`config.mk`:
```
export PLATFORM = sky130hd
export DESIGN_NAME = pc_redirect
export DESIGN_NICKNAME = d
export VERILOG_FILES = /design/src/rtl/pc_redirect_pkg.sv /design/src/rtl/pc_redirect.sv
export SDC_FILE = /design/constraint.sdc
export NUM_CORES = 1
export LEC_CHECK = 0
export CORE_AREA = 2 2 103 105
export DETAILED_ROUTE_END_ITERATION = 6
export DIE_AREA = 0 0 105 107
export PLACE_DENSITY = 0.79
export REMOVE_ABC_BUFFERS = 1
export SLEW_MARGIN = 20
export SYNTH_ARGS = -nofsm -noshare
export SYNTH_HDL_FRONTEND = slang
export SYNTH_SLANG_ARGS = --single-unit
```
`constraint.sdc`:
```
create_clock -name clk -period 3.22 [get_ports clk]
set_input_delay 0.322 -clock clk [delete_from_list [all_inputs] [get_ports clk]]
set_output_delay 0.322 -clock clk [all_outputs]
set_load 0.01 [all_outputs]
```
`src/rtl/pc_redirect_pkg.sv`:
```
// Shared definitions for the fetch/redirect unit: reset PC, fetch state
// encoding and the sequential-PC helper.
package pc_redirect_pkg;

    localparam logic [31:0] PC_RESET = 32'h1C00_0000;

    typedef enum logic [1:0] {
        ST_BOOT = 2'd0,
        ST_REQ  = 2'd1,
        ST_WAIT = 2'd2,
        ST_HOLD = 2'd3
    } fetch_state_t;

    // Sequential successor; wraps modulo 2^32 by construction.
    function automatic logic [31:0] next_seq_pc(input logic [31:0] pc);
        return pc + 32'd4;
    endfunction

endpackage

```
`src/rtl/pc_redirect.sv`:
```
// Single-outstanding instruction fetch with EX-stage branch redirect:
// issues one request, presents the returned word to ID, squashes wrong-path data.
module pc_redirect
    import pc_redirect_pkg::*;
(
    input  logic        clk,
    input  logic        rst,
    input  logic        ex_valid,
    input  logic        branch,
    input  logic [31:0] branch_target,
    input  logic        id_ready,
    output logic        imem_req,
    output logic [31:0] imem_addr,
    input  logic        imem_gnt,
    input  logic        imem_rvalid,
    input  logic [31:0] imem_rdata,
    output logic        if_valid,
    output logic [31:0] if_pc,
    output logic [31:0] if_inst,
    output logic        flush
);

    fetch_state_t r_state;
    logic [31:0]  r_pc;
    logic         r_discard;
    logic         r_if_valid;
    logic [31:0]  r_if_pc;
    logic [31:0]  r_if_inst;
    logic         w_redirect;

    assign w_redirect = ex_valid & branch;
    assign flush      = w_redirect;

    // NOTE: gated with rst so no request escapes while reset is held, even
    // though the state register only returns to BOOT at the next edge.
    assign imem_req   = (r_state == ST_REQ) & ~rst;
    assign imem_addr  = r_pc;
    assign if_valid   = r_if_valid;
    assign if_pc      = r_if_pc;
    assign if_inst    = r_if_inst;

    // NOTE: all state here uses non-blocking assignments so every branch of
    // the case reads the pre-edge values of r_pc / r_discard.
    always_ff @(posedge clk) begin
        if (rst) begin
            r_state    <= ST_BOOT;
            r_pc       <= PC_RESET;
            r_discard  <= 1'b0;
            r_if_valid <= 1'b0;
            r_if_pc    <= 32'd0;
            r_if_inst  <= 32'd0;
        end else begin
            case (r_state)
                ST_BOOT: begin
                    r_state <= ST_REQ;
                end

                ST_REQ: begin
                    if (w_redirect) begin
                        r_pc <= branch_target;
                    end
                    if (imem_gnt) begin
                        r_state   <= ST_WAIT;
                        r_discard <= w_redirect;
                    end
                end

                ST_WAIT: begin
                    if (imem_rvalid) begin
                        if (r_discard | w_redirect) begin
                            // Wrong-path word: drop it and refetch.
                            r_discard <= 1'b0;
                            r_state   <= ST_REQ;
                            if (w_redirect) begin
                                r_pc <= branch_target;
                            end
                        end else begin
                            r_if_inst  <= imem_rdata;
                            r_if_pc    <= r_pc;
                            r_pc       <= next_seq_pc(r_pc);
                            r_if_valid <= 1'b1;
                            r_state    <= ST_HOLD;
                        end
                    end else if (w_redirect) begin
                        r_discard <= 1'b1;
                        r_pc      <= branch_target;
                    end
                end

                ST_HOLD: begin
                    // Redirect takes priority over the ID handshake.
                    if (w_redirect) begin
                        r_if_valid <= 1'b0;
                        r_pc       <= branch_target;
                        r_state    <= ST_REQ;
                    end else if (id_ready) begin
                        r_if_valid <= 1'b0;
                        r_state    <= ST_REQ;
                    end
                end

                default: begin
                    r_state <= ST_BOOT;
                end
            endcase
        end
    end

endmodule
```
# Yosys cells after proc, flatten, opt, wreduce, memory -nomap -nowiden
# Index checks and enable logic that the tools add are counted.
[classes]
n_addsub = 1
multipliers = 0
n_div = 0
n_lt_le_gt_ge = 0
eq_ne = 9
shift = 0
muxes = 20
bitwise = 5
n_reduce_logical = 9
[ops]
columns = ["cell", "n"]
rows = [
  ["$mux 32", 3],
  ["$pmux 32 s2", 1],
  ["$add 32x3->32 const B", 1],
  ["$mux 2", 5],
  ["$ne 3x3->1 const B", 3],
  ["$mux 1", 8],
  ["$pmux 2 s4", 1],
  ["$reduce_and 4->1", 2],
  ["$ne 2x2->1 const B", 3],
  ["$reduce_and 3->1", 2],
  ["$reduce_bool 2->1", 3],
  ["$eq 2x2->1 const B", 2],
  ["$pmux 1 s2", 2],
  ["$and 1x1->1", 2],
  ["$eq 2x1->1 const B", 1],
  ["$logic_not 2->1", 1],
  ["$not 1->1", 2],
  ["$reduce_or 2->1", 1],
  ["$or 1x1->1", 1],
]
[word_totals]
reg_bits = 100
latch_bits = 0
mem_bits_rw = 0
rom_bits = 0
in_bits = 71
output_inout_bits = 99
word_cells = 50
mem_count = 0

# Logic depth before layout (Yosys ltp)
[logic_depth]
ltp_word = 5
ltp_mapped = 9
ltp_nobuf = 7

# Worst setup path after synthesis
# OpenSTA, ideal clock, no wires.
[synth_timing]
path_kind = "reg2reg"
from = "register r_state[1]"
to = "register r_pc[13], in the netlist imem_addr[13]"
t_arrival_ns = 2.221
required_time_ns = 3.089
path_slack_ns = 0.868
path_stages_with_launch = 9
path_buffers = 1
period_less_slack_ns = 2.352
path_cell_list = "dfxtp_1 > inv_1 > ha_1 > or4b_1 > buf_2 > or4_4 > nand2b_4 > o31ai_1 > a21oi_1"
[synth_between]
elab_chain_cells = 3
word_cells_on_any_way = 6
[synth_rtl]
columns = ["element", "line", "rtl"]
rows = [
  ["start: declaration", "pc_redirect.sv:23", "fetch_state_t r_state;"],
  ["start signal: assignment", "pc_redirect.sv:46", "r_state <= ST_BOOT;"],
  ["start signal: assignment", "pc_redirect.sv:55", "r_state <= ST_REQ;"],
  ["start signal: assignment", "pc_redirect.sv:63", "r_state <= ST_WAIT;"],
  ["$eq 2x1->1 or $eq 2x2->1 (tied branches)", "pc_redirect.sv:53", "case (r_state)"],
  ["$reduce_or 2->1 (no line)", "n/a", ""],
  ["$pmux 32 s2 or $reduce_bool 2->1 (tied branches)", "n/a", ""],
  ["end signal: assignment", "pc_redirect.sv:60", "r_pc <= branch_target;"],
  ["end signal: assignment", "pc_redirect.sv:75", "r_pc <= branch_target;"],
  ["end signal: assignment", "pc_redirect.sv:80", "r_pc <= next_seq_pc(r_pc);"],
  ["end: declaration", "pc_redirect.sv:24", "logic [31:0] r_pc;"],
]
# Several ways; a longest one is shown, not always the timed one.
# A chain may end at the register's enable or synchronous reset.

# Worst setup path after layout
# Ends and elaborated chain as after synthesis.

==> out/metrics.yaml <==
status:
  outcome: "finished, final reports clean"
pwr:
  p_sw_mw: 0.767
  leakage_nw: 2.18
  p_comb_share_pct: 18.9
  p_per_area_nw_per_um2: 417
  switching_share_pct: 28.6
  p_clk_share_pct: 30.8
  internal_power_mw: 1.92
  p_seq_share_pct: 50.3
  fin_total_pwr_mw: 2.68
  peakVddDrop_uv: 218
die:
  core-area_sq_um: 10100
  num_io_pins: 170
  die_x_microns: 105
  dieArea_sq_um: 11200
  rows: 37
  start_util_pct: 43.4
  die_y_microns: 107
detailed_routing:
  first_iter_violations: 301
  vias_per_cell: 5.49
  ant_nets: 0
  drc_errors: 0
  firstDrtPassIters: 5
  routedWlPerCell_microns: 15.7
  finalWirelength_microns: 13500
  vias: 4728
clocking:
  numCtsBuffers: 9
  clock-root-buffer: "clkbuf_8"
  htreeDepth: 3
  insertion_delay_ns: 0.37
  post_cts_buffers: 0
  clock_path_buffers: 2
  hold_buffers: 0
  path_clk_slew_ns: 0.10
  ctsResizeCount: 0
  clock_sinks: 100
  cts_tree: "done"
timing:
  rsz0062_at_grt: "false"
  fmax_mhz: 375
  period_needed_ns: 2.67
  worstMarginPinSlew_ns: 0.887
  timing.final.crit_share_pct: 82.9
  worst_clock_skew_ns: 0.0124
  slew_headroom_pct: 40.4
  setup_violations: 0
  hold_viol: 0
  fin_setup_tns_ns: 0
  drv_slew: 0
grt:
  grt_pass1_wl_microns: 21900
  use_met2_pct: 39.3
  grt_pass1_vias: 4390
  busiest_layer: "met2"
  gr-total-overflow: 0
  grt_max_degree: 56
  antenna_found_initial: 0
  grt_use_total_pct: 23.9
  grt.met3_usage_pct: 4.38
  grt.met1_usage_pct: 31.3
worst_setup_path:
  r2r_cells: 7
  crit_path_end_kind: "flop"
  crit_required_ns: 3.47
  arrival_ns: 2.92
  path_class: "flop to flop"
  cp-start-kind: "flop"
  crit_path_max_fanout: 7
synthesis:
  synth_adder_area_share_pct: 1.71
  synth_edf_count: 0
  synth.area.mux_share_pct: 1.66
  synth_top_flop_cell: "dfxtp_1"
  synth_cell_types: 49
  synth_area_leaders: "dfxtp_1 46%, nand2_1 13%, a21oi_1 11%"
  ys_seq_area_share_pct: 45.7
  yosysWarnings: 0
  post-synth-top-area-cell: "dfxtp_1"
  syn_area_sq_um: 4380
  synth_top_family_by_area: "simple AND/OR/NAND/NOR gates"
  netlist_instances: 567
  ys_ff_latch: 100
  synth_area_per_cell_sq_um: 7.73
  synth_commonest_cells: "150 x nand2_1, 100 x dfxtp_1, 94 x a21oi_1"
  async_flop_share_pct: 0
  synth_xor_area_share_pct: 0.200
  netlist.area_leader.share_pct: 45.7
  synthSimpleGateAreaFrac_pct: 23.8
  synthMostInstantiatedCell: "nand2_1"
  synth-compound-area-share_pct: 22.7
placed_design:
  place_hpwl_microns: 9620
  place_inst: 845
  io_buffers: 169
  placed_cell_area_sq_um: 6230
  place.gp.congestion: 0.837
layout:
  drive_above_1_share_pct: 5.79
  antenna_cells: 0
  finalNonFillerCells: 861
  area_delta_synth_final_pct: 46.9
  fin_area_sq_um: 6440
  nets: 797
job:
  drv_cap: 0
hold_path:
  hp-class: "primary input to flop"
  hold_depth: 2
sequential cells by signal, summed over array words and instances, names as in the netlist:
signal and count:
if_inst 32, if_pc 32, if_valid 1, imem_addr 32, r_discard 1, r_state 2
cell usage in the layout (no fill, tap or decap), types with 7 or more instances in the layout:
| master | count |
|---|---|
| a211oi_1 | 7 |
| nor2_1 | 32 |
| nor3_1 | 8 |
| clkdlybuf4s50_1 | 168 |
| a21oi_1 | 94 |
| dfxtp_1 | 100 |
| o22ai_1 | 9 |
| a22oi_1 | 8 |
| clkbuf_8 | 10 |
| nand3_1 | 12 |
| nand2_1 | 150 |
| buf_4 | 11 |
| nand4_1 | 11 |
| inv_1 | 10 |
| o21ai_0 | 13 |
metal layers:
| layer | vias up | share of wire, % |
|---|---|---|
| met2 | 190 | 48 |
| met5 | - | 0 |
| met3 | 22 | 6.2 |
| met1 | 2226 | 44 |
| met4 | 0 | 1.8 |
| li1 | 2290 | - |
cell type report:
type | instances | area (sq um)
tap | 136 | 170
inverter | 10 | 37.5
clock inverter | 5 | 61.3
clock buffer | 11 | 141
multi-input combinational | 418 | 2220
sequential | 100 | 2000
timing repair buffer | 181 | 1800
fill | 912 | 3650
power groups by stage:
| stage | Combinational [mW] | Clock [mW] | Sequential [mW] |
|---|---|---|---|
| finish | 0.507 | 0.827 | 1.35 |
| global route | 0.549 | 0.896 | 1.36 |
| CTS | 0.504 | 0.842 | 1.35 |
| detailed placement | 0.501 | 0 | 1.38 |
| global placement | 0.488 | 0 | 1.37 |
| floorplan | 0.203 | 0 | 1.38 |
logic make-up after synthesis:
logic type,count (synthesis)
XOR/XNOR,1
flip-flops,100
AND/OR/NAND/NOR,239
multiplexers,7
adder cells (fa/ha/maj),6
AO/OA/AOI/OAI,165
buffers and inverters,49
worst paths after layout:
| kind | start | endpoint | slack [ns] |
|---|---|---|---|
| max | r_state[1] | imem_addr[13] | 0.55 |
| min | rst | if_pc[3] | 0.45 |
| max reg2reg | r_state[1] | imem_addr[13] | 0.55 |
| min reg2reg | if_pc[24] | if_pc[24] | 0.46 |
critical path, stage by stage (launching register included):
cell      delay [ns]
dfxtp_1         0.39
inv_1           0.09
ha_1            0.27
or4b_1          0.65
or4_4           0.61
nand2b_4        0.16
o31ai_1         0.24
a21oi_1         0.12
metrics by stage:
| stage | hold WS (ns) | util (%) | worst slack, ns |
|---|---|---|---|
| after floorplan | 0.391 | - | 0.442 |
| after global placement | 0.441 | 61.8 | 0.626 |
| after detailed placement | 0.447 | 61.8 | 0.589 |
| after CTS | 0.449 | 63.8 | 0.560 |
| after global routing | 0.477 | 63.8 | 0.390 |
| final | 0.452 | 63.8 | 0.550 |
(Power assumes the default switching activity.)
